<file path="src/rtl/laser_frame_transmitter.sv">
// ---------------------------------------------------------------------------
// laser_frame_transmitter
//   Divider-timed serial framer driving one laser channel. Bytes arrive via a
//   ready/valid handshake into a DEPTH-entry FIFO and are sent as: start bit 1,
//   8 data bits LSB first, stop bit 0. Every bit lasts div_q clocks, where
//   div_q is the divider input latched (clamped to >= 2) when a byte is popped.
//
//   Optional feature macro: LASER_TX_IDLE_GAP_EN
//     When defined, a GAP state holds the line at 0 for div_q extra clocks
//     after each stop bit. The done pulse still marks the end of the stop bit.
//
// Ports
//   clock       sole clock, posedge
//   reset_n     asynchronous active-low reset
//   en          transmit enable; low aborts the frame in flight
//   divider     clocks per bit (values < 2 behave as 2)
//   data_in     byte to enqueue
//   data_valid  data_in valid this cycle
//   data_ready  FIFO not full
//   laser_out   registered line output, idle 0
//   busy        a frame is in progress
//   done        one-cycle pulse once the stop bit has completed on the line
//   fifo_count  FIFO occupancy
// ---------------------------------------------------------------------------
module laser_frame_transmitter #(
    parameter int DEPTH = 4
) (
    input  logic                     clock,
    input  logic                     reset_n,
    input  logic                     en,
    input  logic [7:0]               divider,
    input  logic [7:0]               data_in,
    input  logic                     data_valid,
    output logic                     data_ready,
    output logic                     laser_out,
    output logic                     busy,
    output logic                     done,
    output logic [$clog2(DEPTH):0]   fifo_count
);

    localparam int AW = $clog2(DEPTH);
    localparam int CW = AW + 1;

`ifdef LASER_TX_IDLE_GAP_EN
    typedef enum logic [2:0] {IDLE, START, DATA, STOP, GAP} state_t;
`else
    typedef enum logic [2:0] {IDLE, START, DATA, STOP} state_t;
`endif

    state_t          state;
    logic [7:0]      bclk;
    logic [2:0]      bidx;
    logic [7:0]      shreg;
    logic [7:0]      div_q;
    logic            stop_end;   // stop bit just finished in the FSM
    logic            frame_end;  // first IDLE cycle after a completed frame

    logic [7:0]      mem [DEPTH];
    logic [AW-1:0]   wptr;
    logic [AW-1:0]   rptr;
    logic [CW-1:0]   count;

    logic            full;
    logic            push;
    logic            pop;
    logic            bit_last;
    logic [7:0]      div_clamp;

    assign full       = (count == CW'(DEPTH));
    assign push       = data_valid & ~full;
    // The idle cycle following a completed frame never pops, which yields the
    // 2-clock line-low gap between back-to-back frames.
    assign pop        = (state == IDLE) & en & (count != '0) & ~frame_end;
    assign data_ready = ~full;
    assign fifo_count = count;
    assign div_clamp  = (divider < 8'd2) ? 8'd2 : divider;
    assign bit_last   = (bclk == div_q - 8'd1);

    // FIFO storage: no reset needed, occupancy is tracked by count.
    always_ff @(posedge clock) begin
        if (push) begin
            mem[wptr] <= data_in;
        end
    end

    always_ff @(posedge clock or negedge reset_n) begin
        if (!reset_n) begin
            wptr  <= '0;
            rptr  <= '0;
            count <= '0;
        end else begin
            if (push) begin
                wptr <= wptr + AW'(1);
            end
            if (pop) begin
                rptr <= rptr + AW'(1);
            end
            case ({push, pop})
                2'b10:   count <= count + CW'(1);
                2'b01:   count <= count - CW'(1);
                default: count <= count;
            endcase
        end
    end

    // laser_out is registered from the pre-edge state, so the line trails the
    // FSM by one clock; done is delayed through stop_end to stay aligned.
    always_ff @(posedge clock or negedge reset_n) begin
        if (!reset_n) begin
            state     <= IDLE;
            bclk      <= '0;
            bidx      <= '0;
            shreg     <= '0;
            div_q     <= 8'd2;
            stop_end  <= 1'b0;
            frame_end <= 1'b0;
            laser_out <= 1'b0;
            busy      <= 1'b0;
            done      <= 1'b0;
        end else begin
            done      <= stop_end;
            stop_end  <= 1'b0;
            frame_end <= 1'b0;
            if (state == IDLE) begin
                laser_out <= 1'b0;
                if (pop) begin
                    shreg <= mem[rptr];
                    div_q <= div_clamp;
                    bclk  <= '0;
                    bidx  <= '0;
                    busy  <= 1'b1;
                    state <= START;
                end
            end else if (!en) begin
                state     <= IDLE;
                laser_out <= 1'b0;
                bclk      <= '0;
                busy      <= 1'b0;
            end else begin
                if (bit_last) begin
                    bclk <= '0;
                end else begin
                    bclk <= bclk + 8'd1;
                end
                case (state)
                    START: begin
                        laser_out <= 1'b1;
                        if (bit_last) begin
                            bidx  <= '0;
                            state <= DATA;
                        end
                    end
                    DATA: begin
                        laser_out <= shreg[0];
                        if (bit_last) begin
                            shreg <= {1'b0, shreg[7:1]};
                            bidx  <= bidx + 3'd1;
                            if (bidx == 3'd7) begin
                                state <= STOP;
                            end
                        end
                    end
                    STOP: begin
                        laser_out <= 1'b0;
                        if (bit_last) begin
                            stop_end <= 1'b1;
`ifdef LASER_TX_IDLE_GAP_EN
                            state    <= GAP;
`else
                            state     <= IDLE;
                            busy      <= 1'b0;
                            frame_end <= 1'b1;
`endif
                        end
                    end
`ifdef LASER_TX_IDLE_GAP_EN
                    GAP: begin
                        laser_out <= 1'b0;
                        if (bit_last) begin
                            state     <= IDLE;
                            busy      <= 1'b0;
                            frame_end <= 1'b1;
                        end
                    end
`endif
                    default: begin
                        laser_out <= 1'b0;
                        state     <= IDLE;
                        busy      <= 1'b0;
                    end
                endcase
            end
        end
    end

endmodule

</file>
<file path="config.mk">
export PLATFORM = sky130hd
export DESIGN_NAME = laser_frame_transmitter
export DESIGN_NICKNAME = d
export VERILOG_FILES = /design/src/rtl/laser_frame_transmitter.sv
export SDC_FILE = /design/constraint.sdc
export NUM_CORES = 1
export LEC_CHECK = 0
export BUFFER_PORTS_ARGS = -buffer_cell sky130_fd_sc_hd__buf_2
export CAP_MARGIN = 30
export CELL_PAD_IN_SITES_DETAIL_PLACEMENT = 2
export CELL_PAD_IN_SITES_GLOBAL_PLACEMENT = 2
export CORE_UTILIZATION = 35
export DETAILED_ROUTE_END_ITERATION = 12
export PLACE_DENSITY_LB_ADDON = 0.1
export SLEW_MARGIN = 20
export SYNTH_ARGS = -nofsm -noshare
export SYNTH_HDL_FRONTEND = slang
export SYNTH_SLANG_ARGS = --single-unit
export TNS_END_PERCENT = 10
</file>
<file path="constraint.sdc">
create_clock -name clock -period 6.6 [get_ports clock]
set_input_delay 0.99 -clock clock [delete_from_list [all_inputs] [get_ports clock]]
set_output_delay 0.99 -clock clock [all_outputs]
set_load 0.01 [all_outputs]
</file>
Word-level counts from Yosys, hierarchy flattened
Memories as Yosys holds them, arrays and structs flattened.
Index checks and enable logic that the tools add are counted.
{"block": "totals", "output_inout_bits": 7, "mem_count": 1, "regBits": 41, "ramBits": 32}
{"block": "classes", "n_eq_ne": 16, "magnitude_cmp": 1, "n_bitwise": 6, "n_reduce_logical": 13, "n_mux": 38, "n_addsub": 7}
{"memory": "mem", "words": 4, "width": 8, "read_ports": 1, "rd_ports_with_merged_regs": 0, "write_ports": 1, "line_no": "58", "source": "logic [7:0] mem [DEPTH];"}
{"op": "2-to-1 mux 8 bit", "count": 10}
{"op": "2-to-1 mux 3 bit", "count": 11}
{"op": "inequality test 4 bit, second input constant", "count": 4}
{"op": "2-to-1 mux 1 bit", "count": 12}
{"op": "one-hot mux 3 bit (2 select lines)", "count": 2}
{"op": "AND reduction 5 bit", "count": 2}
{"op": "one-hot mux 3 bit (3 select lines)", "count": 1}
{"op": "adder 8 x 1 -> 8 bit, second input constant", "count": 1}
{"op": "== test 8 bit", "count": 1}
{"op": "< comparator 8 x 2 -> 1 bit, second input constant", "count": 1}
{"op": "nonzero test 2 bit", "count": 4}
{"op": "subtractor 8 x 1 -> 8 bit, second input constant", "count": 1}
{"op": "adder 3 x 1 -> 3 bit, second input constant", "count": 2}
{"op": "== test 3 x 2 -> 1 bit, second input constant", "count": 2}
{"op": "== test 3 bit, second input constant", "count": 2}
{"op": "inequality test 3 bit, second input constant", "count": 2}
{"op": "nonzero test 3 bit", "count": 2}
{"op": "adder 2 x 1 -> 2 bit, second input constant", "count": 2}
{"op": "AND 1 bit", "count": 4}
{"op": "one-hot mux 1 bit (2 select lines)", "count": 2}
{"op": "AND reduction 4 bit", "count": 1}
{"op": "== test 3 x 1 -> 1 bit, second input constant", "count": 1}
{"op": "logical NOT 3 bit", "count": 1}
{"op": "inequality test 3 x 2 -> 1 bit, second input constant", "count": 1}
{"op": "other kinds (8)", "count": 9}

Logic depth before layout (Yosys ltp)
Gate-level depths: netlist of the first run.
{"block": "depth", "word_depth": 6, "depth_mapped": 12, "ltp_nobuf": 10}

Least setup slack after synthesis of the first run
No wires, ideal clock.
{"block": "synth_timing", "path_type": "input to register", "startpoint": "input port en", "endpoint": "register count[2], in the netlist fifo_count[2]", "n_path_buf": 1, "cell_stages": 10, "setup_ns": 0.079, "setup_slack_ns": 3.844, "required_ns": 6.521, "arrival_time_ns": 2.677, "cell_sequence": "nor3b_1 nand2_1 inv_1 clkbuf_1 ha_1 inv_1 fa_1 xor2_1 nor2_1 xor2_1"}
{"block": "synth_between", "elab_chain_cells": 5, "elab_cells_between_ends": 7, "cone_classes": "2 x eq/ne; 1 x mux; 3 x bitwise; 1 x reduce/logical"}
{"element": "start, declared", "line_no": "30", "source": "input logic en,"}
{"element": "AND 1 bit * (3 in a row)", "line_no": "73", "source": "assign pop = (state == IDLE) & en & (count != '0) & ~frame_end;"}
{"element": "net pop", "line_no": "65", "source": "logic pop;"}
{"element": "== test 2 x 1 -> 1 bit / == test 2 bit (equally long branches)", "line_no": "98", "source": "case ({push, pop})"}
{"element": "one-hot mux 3 bit (2 select lines) / nonzero test 2 bit (equally long branches)"}
{"element": "end signal, assigned", "line_no": "99", "source": "2'b10: count <= count + CW'(1);"}
{"element": "end signal, assigned", "line_no": "100", "source": "2'b01: count <= count - CW'(1);"}
{"element": "end signal, assigned", "line_no": "101", "source": "default: count <= count;"}
{"element": "end, declared", "line_no": "61", "source": "logic [CW-1:0] count;"}
The timed path passes the listed nets; every way through them passes the cells marked *.
A chain may end at the register's enable or synchronous reset.

Worst setup path after layout of the first run
{"block": "layout_timing", "startpoint": "register state[0]", "endpoint": "register count[2], in the netlist fifo_count[2]"}
{"block": "layout_between", "elab_chain_cells": 6, "elab_cells_between_ends": 8, "cone_classes": "2 x eq/ne; 1 x mux; 3 x bitwise; 2 x reduce/logical"}
{"element": "start, declared", "line_no": "50", "source": "state_t state;"}
{"element": "start signal, assigned", "line_no": "110", "source": "state <= IDLE;"}
{"element": "start signal, assigned", "line_no": "132", "source": "state <= START;"}
{"element": "start signal, assigned", "line_no": "135", "source": "state <= IDLE;"}
{"element": "logical NOT 3 bit *", "line_no": "73"}
{"element": "AND 1 bit * (3 in a row)", "line_no": "73"}
{"element": "== test 2 x 1 -> 1 bit / == test 2 bit (equally long branches)", "line_no": "98"}
{"element": "one-hot mux 3 bit (2 select lines) / nonzero test 2 bit (equally long branches)"}
Mark *: on every way between the ends. The rest lies on a longest branch, timed or not.

==> results of run 1 <==
-- sequential cells by signal, indices dropped and copies added (netlist names) --
signal      count
bidx            3
done            1
bclk            8
busy            1
rptr            2
mem            32
frame_end       1
laser_out       1
fifo_count      3
wptr            2
div_q           8
shreg           8
state           2
-- cell type report --
class	count	area share [%]
Clock inverter	7	2.030
Multi-Input combinational cell	177	35.63
Clock buffer	9	3.141
Tap cell	129	4.093
Sequential cell	72	49.78
Timing Repair Buffer	27	3.807
Inverter	16	1.523
-- cells in the mapped netlist, types with 2 or more instances --
master	instances
sky130_fd_sc_hd__dfrtp_1	39
sky130_fd_sc_hd__clkbuf_1	8
sky130_fd_sc_hd__mux2_1	7
sky130_fd_sc_hd__a21oi_1	9
sky130_fd_sc_hd__xnor2_1	8
sky130_fd_sc_hd__nand2_1	32
sky130_fd_sc_hd__nor4_1	3
sky130_fd_sc_hd__a22o_1	3
sky130_fd_sc_hd__mux2i_1	2
sky130_fd_sc_hd__o21bai_1	2
sky130_fd_sc_hd__mux2_2	7
sky130_fd_sc_hd__nand3_1	5
sky130_fd_sc_hd__edfxtp_1	32
sky130_fd_sc_hd__a21o_1	3
sky130_fd_sc_hd__inv_1	16
sky130_fd_sc_hd__o2bb2ai_1	2
sky130_fd_sc_hd__or2_2	3
sky130_fd_sc_hd__nor2b_1	4
sky130_fd_sc_hd__nor3_1	4
sky130_fd_sc_hd__ha_1	15
sky130_fd_sc_hd__mux4_2	8
sky130_fd_sc_hd__a221oi_1	2
sky130_fd_sc_hd__nor3b_1	3
sky130_fd_sc_hd__and3_1	8
sky130_fd_sc_hd__nand2b_1	4
sky130_fd_sc_hd__xor2_1	7
sky130_fd_sc_hd__o21ai_0	10
sky130_fd_sc_hd__nor2_1	8
-- per-layer routing --
layer	vias up	part of all wire (%)	track usage (%)
li1	1042	-	-
met1	1126	47	21.17
met2	19	49	27.55
met3	8	1.8	2.899
met4	0	1.5	6.689
met5	-	0	0
-- critical path: stages (launching register included) --
cell	delay, ps
sky130_fd_sc_hd__dfrtp_1	420
sky130_fd_sc_hd__inv_1	140
sky130_fd_sc_hd__ha_1	530
sky130_fd_sc_hd__nand2_1	430
sky130_fd_sc_hd__inv_1	490
sky130_fd_sc_hd__ha_1	280
sky130_fd_sc_hd__inv_1	60
sky130_fd_sc_hd__fa_1	370
sky130_fd_sc_hd__xor2_1	150
sky130_fd_sc_hd__nor2_1	110
sky130_fd_sc_hd__xor2_1	150
-- power by group through the flow --
| stage | clock, mW | combinational [mW] | sequential [mW] |
|---|---|---|---|
| after floorplan | 0 | 0.483 | 0.677 |
| after global placement | 0 | 0.593 | 0.727 |
| after detailed placement | 0 | 0.612 | 0.734 |
| after CTS | 0.377 | 0.615 | 0.725 |
| after global routing | 0.391 | 0.675 | 0.747 |
| final | 0.361 | 0.599 | 0.721 |
-- worst max path at each step --
| stage | start | endpoint | slack [ps] |
|---|---|---|---|
| 2_1_floorplan | en | fifo_count[2]$_DFFE_PN0P_ | 3840 |
| 3_3_place_gp | en | fifo_count[2]$_DFFE_PN0P_ | 3240 |
| 3_5_place_dp | en | fifo_count[2]$_DFFE_PN0P_ | 3140 |
| 4_1_cts | state[0]$_DFFE_PN0P_ | fifo_count[2]$_DFFE_PN0P_ | 3290 |
| 5_1_grt | state[0]$_DFFE_PN0P_ | fifo_count[2]$_DFFE_PN0P_ | 3090 |
| 6_report | state[0]$_DFFE_PN0P_ | fifo_count[2]$_DFFE_PN0P_ | 3390 |
-- cell families after synthesis --
| group | after synthesis |
|---|---|
| adders and majority gates | 16 |
| xor gates and xnor gates | 15 |
| DFF | 72 |
| and+or+nand+nor | 82 |
| AOI/OAI and AO/OA | 40 |
| muxes | 24 |
| buffers and inverters | 26 |
-- through the flow --
step                      setup slack (ps)  total power [mW]  util (%)
after global routing                  3091             1.813     41.89
after CTS                             3287             1.717     41.67
final                                 3390             1.682     41.89
after detailed placement              3137             1.346     39.51
after floorplan                       3844             1.160         -
after global placement                3238             1.320     39.51
==> results.cfg, run 1 <==
[status]
outcome = finished, final reports clean

[pwr]
p_switching_mw = 0.6240
power.combinational.fraction_pct = 35.6
power.internal_mw = 1.058
switching_share_pct = 37.10
power.share.clock_pct = 21.5
static_leakage_nw = 1.678
power.density_nw_per_um2 = 426.5
sequentialPowerShare_pct = 42.9
vdd_drop_max_mv = 0.1524

[logic_synthesis]
post_syn_area_per_cell_sq_um = 12.62
synthSimpleGateAreaFrac_pct = 12.62
fraction_of_the_mapped_netlist_area_in_compound_gates_pct = 7.789
muxShareOfSynthArea_pct = 10.31
synth-seq-area-share_pct = 56.58
synth_top_family_by_area = simple AND/OR/NAND/NOR gates
postSynthNetCount = 311
synth_top_cell_area_share_pct = 28.13
xor_xnor_fraction_of_synth_area_pct = 3.787
synth_fa_ha_area_share_pct = 5.986
synth_area_sq_um = 3470
asyncSetResetFlopFracSynth_pct = 55.56
synth_warnings = 0
dominantRegCellSynth = sky130_fd_sc_hd__dfrtp_1
largest_area_contributor_in_the_synthesized_netlist = sky130_fd_sc_hd__dfrtp_1
ys_seq_elements = 72
synth-edff-count = 32
yosys-top-cells-area = sky130_fd_sc_hd__dfrtp_1 (28%), sky130_fd_sc_hd__edfxtp_1 (28%), sky130_fd_sc_hd__ha_1 (5.4%), sky130_fd_sc_hd__mux4_2 (5.2%), sky130_fd_sc_hd__nand2_1 (3.5%)
cell_variety_after_synth = 49
cells_after_synth = 275

[min_path]
hold_path_depth = 0
min_to = done$_DFF_PN0_
hold_class = reg -> reg
startpoint_of_the_lowest_slack_hold_path = frame_end$_DFF_PN0_

[setup_path]
worstSetupStartpointType = flop
timing.reg2reg.setup_slack_ps = 3390
critPathRequiredTime_ps = 6880
ff2ff_path_depth = 10
worst-endpoint-arrival_ps = 3490
rr_startpoint = state[0]$_DFFE_PN0P_
end_kind = flop
worst_r2r_endpoint = fifo_count[2]$_DFFE_PN0P_
crit_fanout = 16
timing_worst_setup_path_type = reg -> reg

[drt]
wl_per_cell_um = 16.85
finalWirelength_mm = 7.364
initialDrtViolationCount = 52
detailroute.via_count = 2195
drt-vias-per-instance = 5.023
drt-pass1-iter-count = 4
final_antenna_net_count = 0
number_of_remaining_drc_errors = 0

[global_route]
first_pass_grt_wire_length_mm = 12.65
overflow = 0
antenna_found_initial = 0
grt_max_degree = 41
grtUsageTotal_pct = 16.47
grt_pass1_vias = 2406

[placed_design]
placement.io_buffers = 26
cell_total_after_placement = 420
post_dp_cell_area_sq_um = 3720
gp_routability_congestion = 0.6983
dp_hpwl_mm = 5.372

[die]
rows = 35
dieWidth_um = 101.6
coreArea_sq_um = 9415
design.die.area_sq_um = 10320
dieHeight_um = 101.6
io-pin-count = 27
start_util_pct = 36.85

[timing]
final.setup.tns_ps = 0
grt_setup_unrepaired = no
final.setup_skew_ps = 12.55
timing.final.setup_violations = 0
max_freq_mhz = 311.5
timing.hold.ws_ps = 403.5
worst_slew_pin_slew_ps = 749.3
slew_violations = 0
timing.max_slew.rel_slack_pct = 49.94
finalHoldViolations = 0
fin_crit_sh_pct = 48.64
final_period_minus_worst_setup_slack_ps = 3210

[finish]
final_nets = 339
layout.area.seq_sq_um = 1963
design_area_sq_um = 3944
fillerInstances = 969
multi_input_area_sq_um = 1405
insertedDiodeCount = 0
mostFrequentLayoutCell = sky130_fd_sc_hd__dfrtp_1
area_delta_synth_final_pct = 13.67
layout-drive-gt1-share_pct = 22.08
final_cell_mix = sky130_fd_sc_hd__dfrtp_1 (39), sky130_fd_sc_hd__nand2_1 (32), sky130_fd_sc_hd__edfxtp_1 (32)
final_cell_count_no_fill = 437

[clock_network]
cts_hold_repair.buffers = 0
cts_setup_buffers = 0
clk_latency_ps = 350
cts_resized = 0
clk_path_buf_depth = 2
worst_setup_hold_path_clk_slew_ps = 90
cts_num_sinks = 72
cts_max_level = 3
cts-root-buf = sky130_fd_sc_hd__clkbuf_8
numCtsBuffers = 9
clock_tree_from_tritoncts = built

[flow_run]
timing.max_cap.violations = 0
Power figures use the tool's default switching activity.
==> run 2: changes to the inputs <==
ABC_AREA = 1   (was unset)
clock period = 2.7 ns   (was 6.6 ns; I/O delays follow)
==> run 2 against run 1 <==
  * Synthesized cell count up 31%
  * Routed wire length up 20%
  * Non-clock buffer count up 8
  * Power rose to 2.8 times the previous value
  * Register-to-register slack worse by 3100 ps
  * Clock power rose to 2.6 times the previous value
  * Via count up 20%
  * Clock skew down 3.3 ps
  * Cell count up 22%
  * Combinational power rose to 3.4 times the previous value
  * Largest power group is now combinational logic
  * Highest routed layer unchanged
==> results.cfg, run 2 <==
[setup_path]
worstSetupEndpoint = shreg[2]$_DFFE_PN0P_
critical_path.startpoint = div_q[1]$_DFFE_PN1P_
critPathRequiredTime_ps = 2930
crit_fanout = 16
timing.reg2reg.setup_slack_ps = 340
end_kind = flop
rr_startpoint = div_q[1]$_DFFE_PN1P_
worst-endpoint-arrival_ps = 2600
worst_r2r_endpoint = shreg[2]$_DFFE_PN0P_
timing_worst_setup_path_type = reg -> reg
worstSetupStartpointType = flop
ff2ff_path_depth = 14

[logic_synthesis]
synth.top_cells.by_count = sky130_fd_sc_hd__nand2_1 (91), sky130_fd_sc_hd__dfrtp_1 (39), sky130_fd_sc_hd__edfxtp_1 (32), sky130_fd_sc_hd__inv_1 (30), sky130_fd_sc_hd__o21ai_0 (26)
synth_warnings = 0
postSynthNetCount = 396
cell_variety_after_synth = 35
dominantRegCellSynth = sky130_fd_sc_hd__dfrtp_1
yosys-top-cells-area = sky130_fd_sc_hd__dfrtp_1 (28%), sky130_fd_sc_hd__edfxtp_1 (27%), sky130_fd_sc_hd__nand2_1 (9.6%), sky130_fd_sc_hd__ha_1 (5.3%), sky130_fd_sc_hd__o21ai_0 (3.7%)
ys_seq_elements = 72
largest_area_contributor_in_the_synthesized_netlist = sky130_fd_sc_hd__dfrtp_1
post_syn_area_per_cell_sq_um = 9.836
synth-edff-count = 32
synth_top_cell_area_share_pct = 27.56
post-synth-top-count-cell = sky130_fd_sc_hd__nand2_1
synth-seq-area-share_pct = 55.44
synth_area_sq_um = 3541
asyncSetResetFlopFracSynth_pct = 55.56
cells_after_synth = 360

[timing]
worst_slew_pin_slew_ps = 627.3
fin_crit_sh_pct = 87.52
finalHoldViolations = 0
final_period_minus_worst_setup_slack_ps = 2363
fin_ws_ps = 336.8
grt_setup_unrepaired = no
slew_violations = 0
timing.max_slew.rel_slack_pct = 57.79
final.setup.tns_ps = 0
final.setup_skew_ps = 9.284
timing.final.setup_violations = 0
max_freq_mhz = 423.2

[drt]
drt-pass1-iter-count = 4
initialDrtViolationCount = 75
drt-vias-per-instance = 4.907
number_of_remaining_drc_errors = 0
finalWirelength_mm = 8.828
detailroute.via_count = 2625
final_antenna_net_count = 0
wl_per_cell_um = 16.50

[finish]
layout-drive-gt1-share_pct = 19.90
largest_register_ffs = 32
area_delta_synth_final_pct = 15.44
insertedDiodeCount = 0
register_bank_with_the_most_flops = mem
mostFrequentLayoutCell = sky130_fd_sc_hd__nand2_1
final_cell_mix = sky130_fd_sc_hd__nand2_1 (91), sky130_fd_sc_hd__dfrtp_1 (39), sky130_fd_sc_hd__edfxtp_1 (32)
final_nets = 433
fillerInstances = 1100

[placed_design]
place_ws_ps = 341.0
gp_routability_congestion = 0.6688
dp_hpwl_mm = 6.400
placement.io_buffers = 26

[pwr]
power.share.clock_pct = 20.5
power.density_nw_per_um2 = 1141
p_switching_mw = 1.969
power.internal_mw = 2.694
power.combinational.fraction_pct = 43.7
vdd_drop_max_mv = 0.4364
sequentialPowerShare_pct = 35.8
static_leakage_nw = 1.782
switching_share_pct = 42.24

[die]
start_util_pct = 36.23
coreArea_sq_um = 9774
dieWidth_um = 102.6
design.die.area_sq_um = 10520
dieHeight_um = 102.6
rows = 36
io-pin-count = 27

[clock_network]
cts_resized = 0
clk_latency_ps = 350
clk_path_buf_depth = 2
cts-root-buf = sky130_fd_sc_hd__clkbuf_8
cts_num_sinks = 72
numCtsBuffers = 9
cts_setup_buffers = 0
cts_max_level = 3
clock_tree_from_tritoncts = built
worst_setup_hold_path_clk_slew_ps = 80

[min_path]
hold_class = in -> reg

[global_route]
grt_max_degree = 41
overflow = 0
first_pass_grt_wire_length_mm = 14.62
grtUsageTotal_pct = 18.84
grt_pass1_vias = 2910
antenna_found_initial = 0

[status]
outcome = finished, final reports clean

[flow_run]
timing.max_cap.violations = 0
## run 2: logic make-up after synthesis
| logic type | count (synthesis) | share of synthesized area [%] |
|---|---|---|
| AO/OA/AOI/OAI | 64 | 11.27 |
| XOR/XNOR | 15 | 3.710 |
| adder cells (fa/ha/maj) | 16 | 5.866 |
| buffers and inverters | 48 | 5.866 |
| flip-flops | 72 | 55.44 |
| AND/OR/NAND/NOR | 145 | 17.84 |
## run 2: worst min path at each step
| stage | start | endpoint | slack, ps | cells after the start |
|---|---|---|---|---|
| 2_1_floorplan | reset_n | bclk[0]$_DFFE_PN0P_ | 110 | 0 |
| 3_3_place_gp | shreg[2]$_DFFE_PN0P_ | shreg[2]$_DFFE_PN0P_ | 460 | 2 |
| 3_5_place_dp | frame_end$_DFF_PN0_ | done$_DFF_PN0_ | 460 | 0 |
| 4_1_cts | reset_n | div_q[2]$_DFFE_PN0P_ | 220 | 1 |
| 5_1_grt | data_in[6] | mem[3][6]$_DFFE_PP_ | 260 | 1 |
| 6_report | data_in[0] | mem[0][0]$_DFFE_PP_ | 270 | 1 |
## run 2: final cells by class
class	count	area, sq um	area share (%)
sequential	72	1963	48.03
clock inverter	6	92.59	2.265
multi-input combinational	240	1379	33.73
timing repair buffer	35	212.7	5.204
clock buffer	10	127.6	3.122
tap	133	166.4	4.071
inverter	39	146.4	3.581
## run 2: stage by stage
stage	util, %	total power, mW	instance area (sq um)	instances	hold slack, ps
6_report	41.82	4.663	4088	535	272.6
5_1_grt	41.82	5.058	4088	535	261.9
4_1_cts	41.51	4.756	4058	533	216.8
3_5_place_dp	39.26	3.754	3837	517	459.8
3_3_place_gp	39.26	3.644	3837	517	463.9
2_1_floorplan	-	3.155	3541	360	109.4
## run 2: per-layer routing
layer  vias to the layer above  wire [um]  global-route usage [%]
li1                       1265          -                       -
met1                      1328       4076                   23.31
met2                        26       4476                   32.77
met3                         6        175                   3.864
met4                         0         99                   6.264
met5                         -          0                       0
## run 2: worst max-delay path: stages (launching register included)
cell and delay, ps:
sky130_fd_sc_hd__dfstp_2 540, sky130_fd_sc_hd__inv_1 60, sky130_fd_sc_hd__ha_1 300, sky130_fd_sc_hd__nand2_1 80, sky130_fd_sc_hd__inv_1 50, sky130_fd_sc_hd__nor2_1 70
sky130_fd_sc_hd__nand2_1 60, sky130_fd_sc_hd__nor2_1 120, sky130_fd_sc_hd__nand3_2 90, sky130_fd_sc_hd__nor2_4 130, sky130_fd_sc_hd__nand2_4 90, sky130_fd_sc_hd__o21ai_2 150
sky130_fd_sc_hd__nand2_2 260, sky130_fd_sc_hd__nand2_1 180, sky130_fd_sc_hd__o21ai_2 60
## run 2: power groups by stage
stage                     clock, mW  combinational, mW  sequential (mW)
after global routing           1.02               2.33             1.71
after floorplan                   0               1.50             1.65
after detailed placement          0               2.06             1.70
after CTS                     0.985               2.09             1.68
after global placement            0               1.96             1.68
final                         0.956               2.04             1.67
## run 2: repair_timing
action | in CTS | in global routing
hold endpoints to repair | 0 | 8
setup endpoints to repair | 0 | 0
hold buffers | 0 | 1
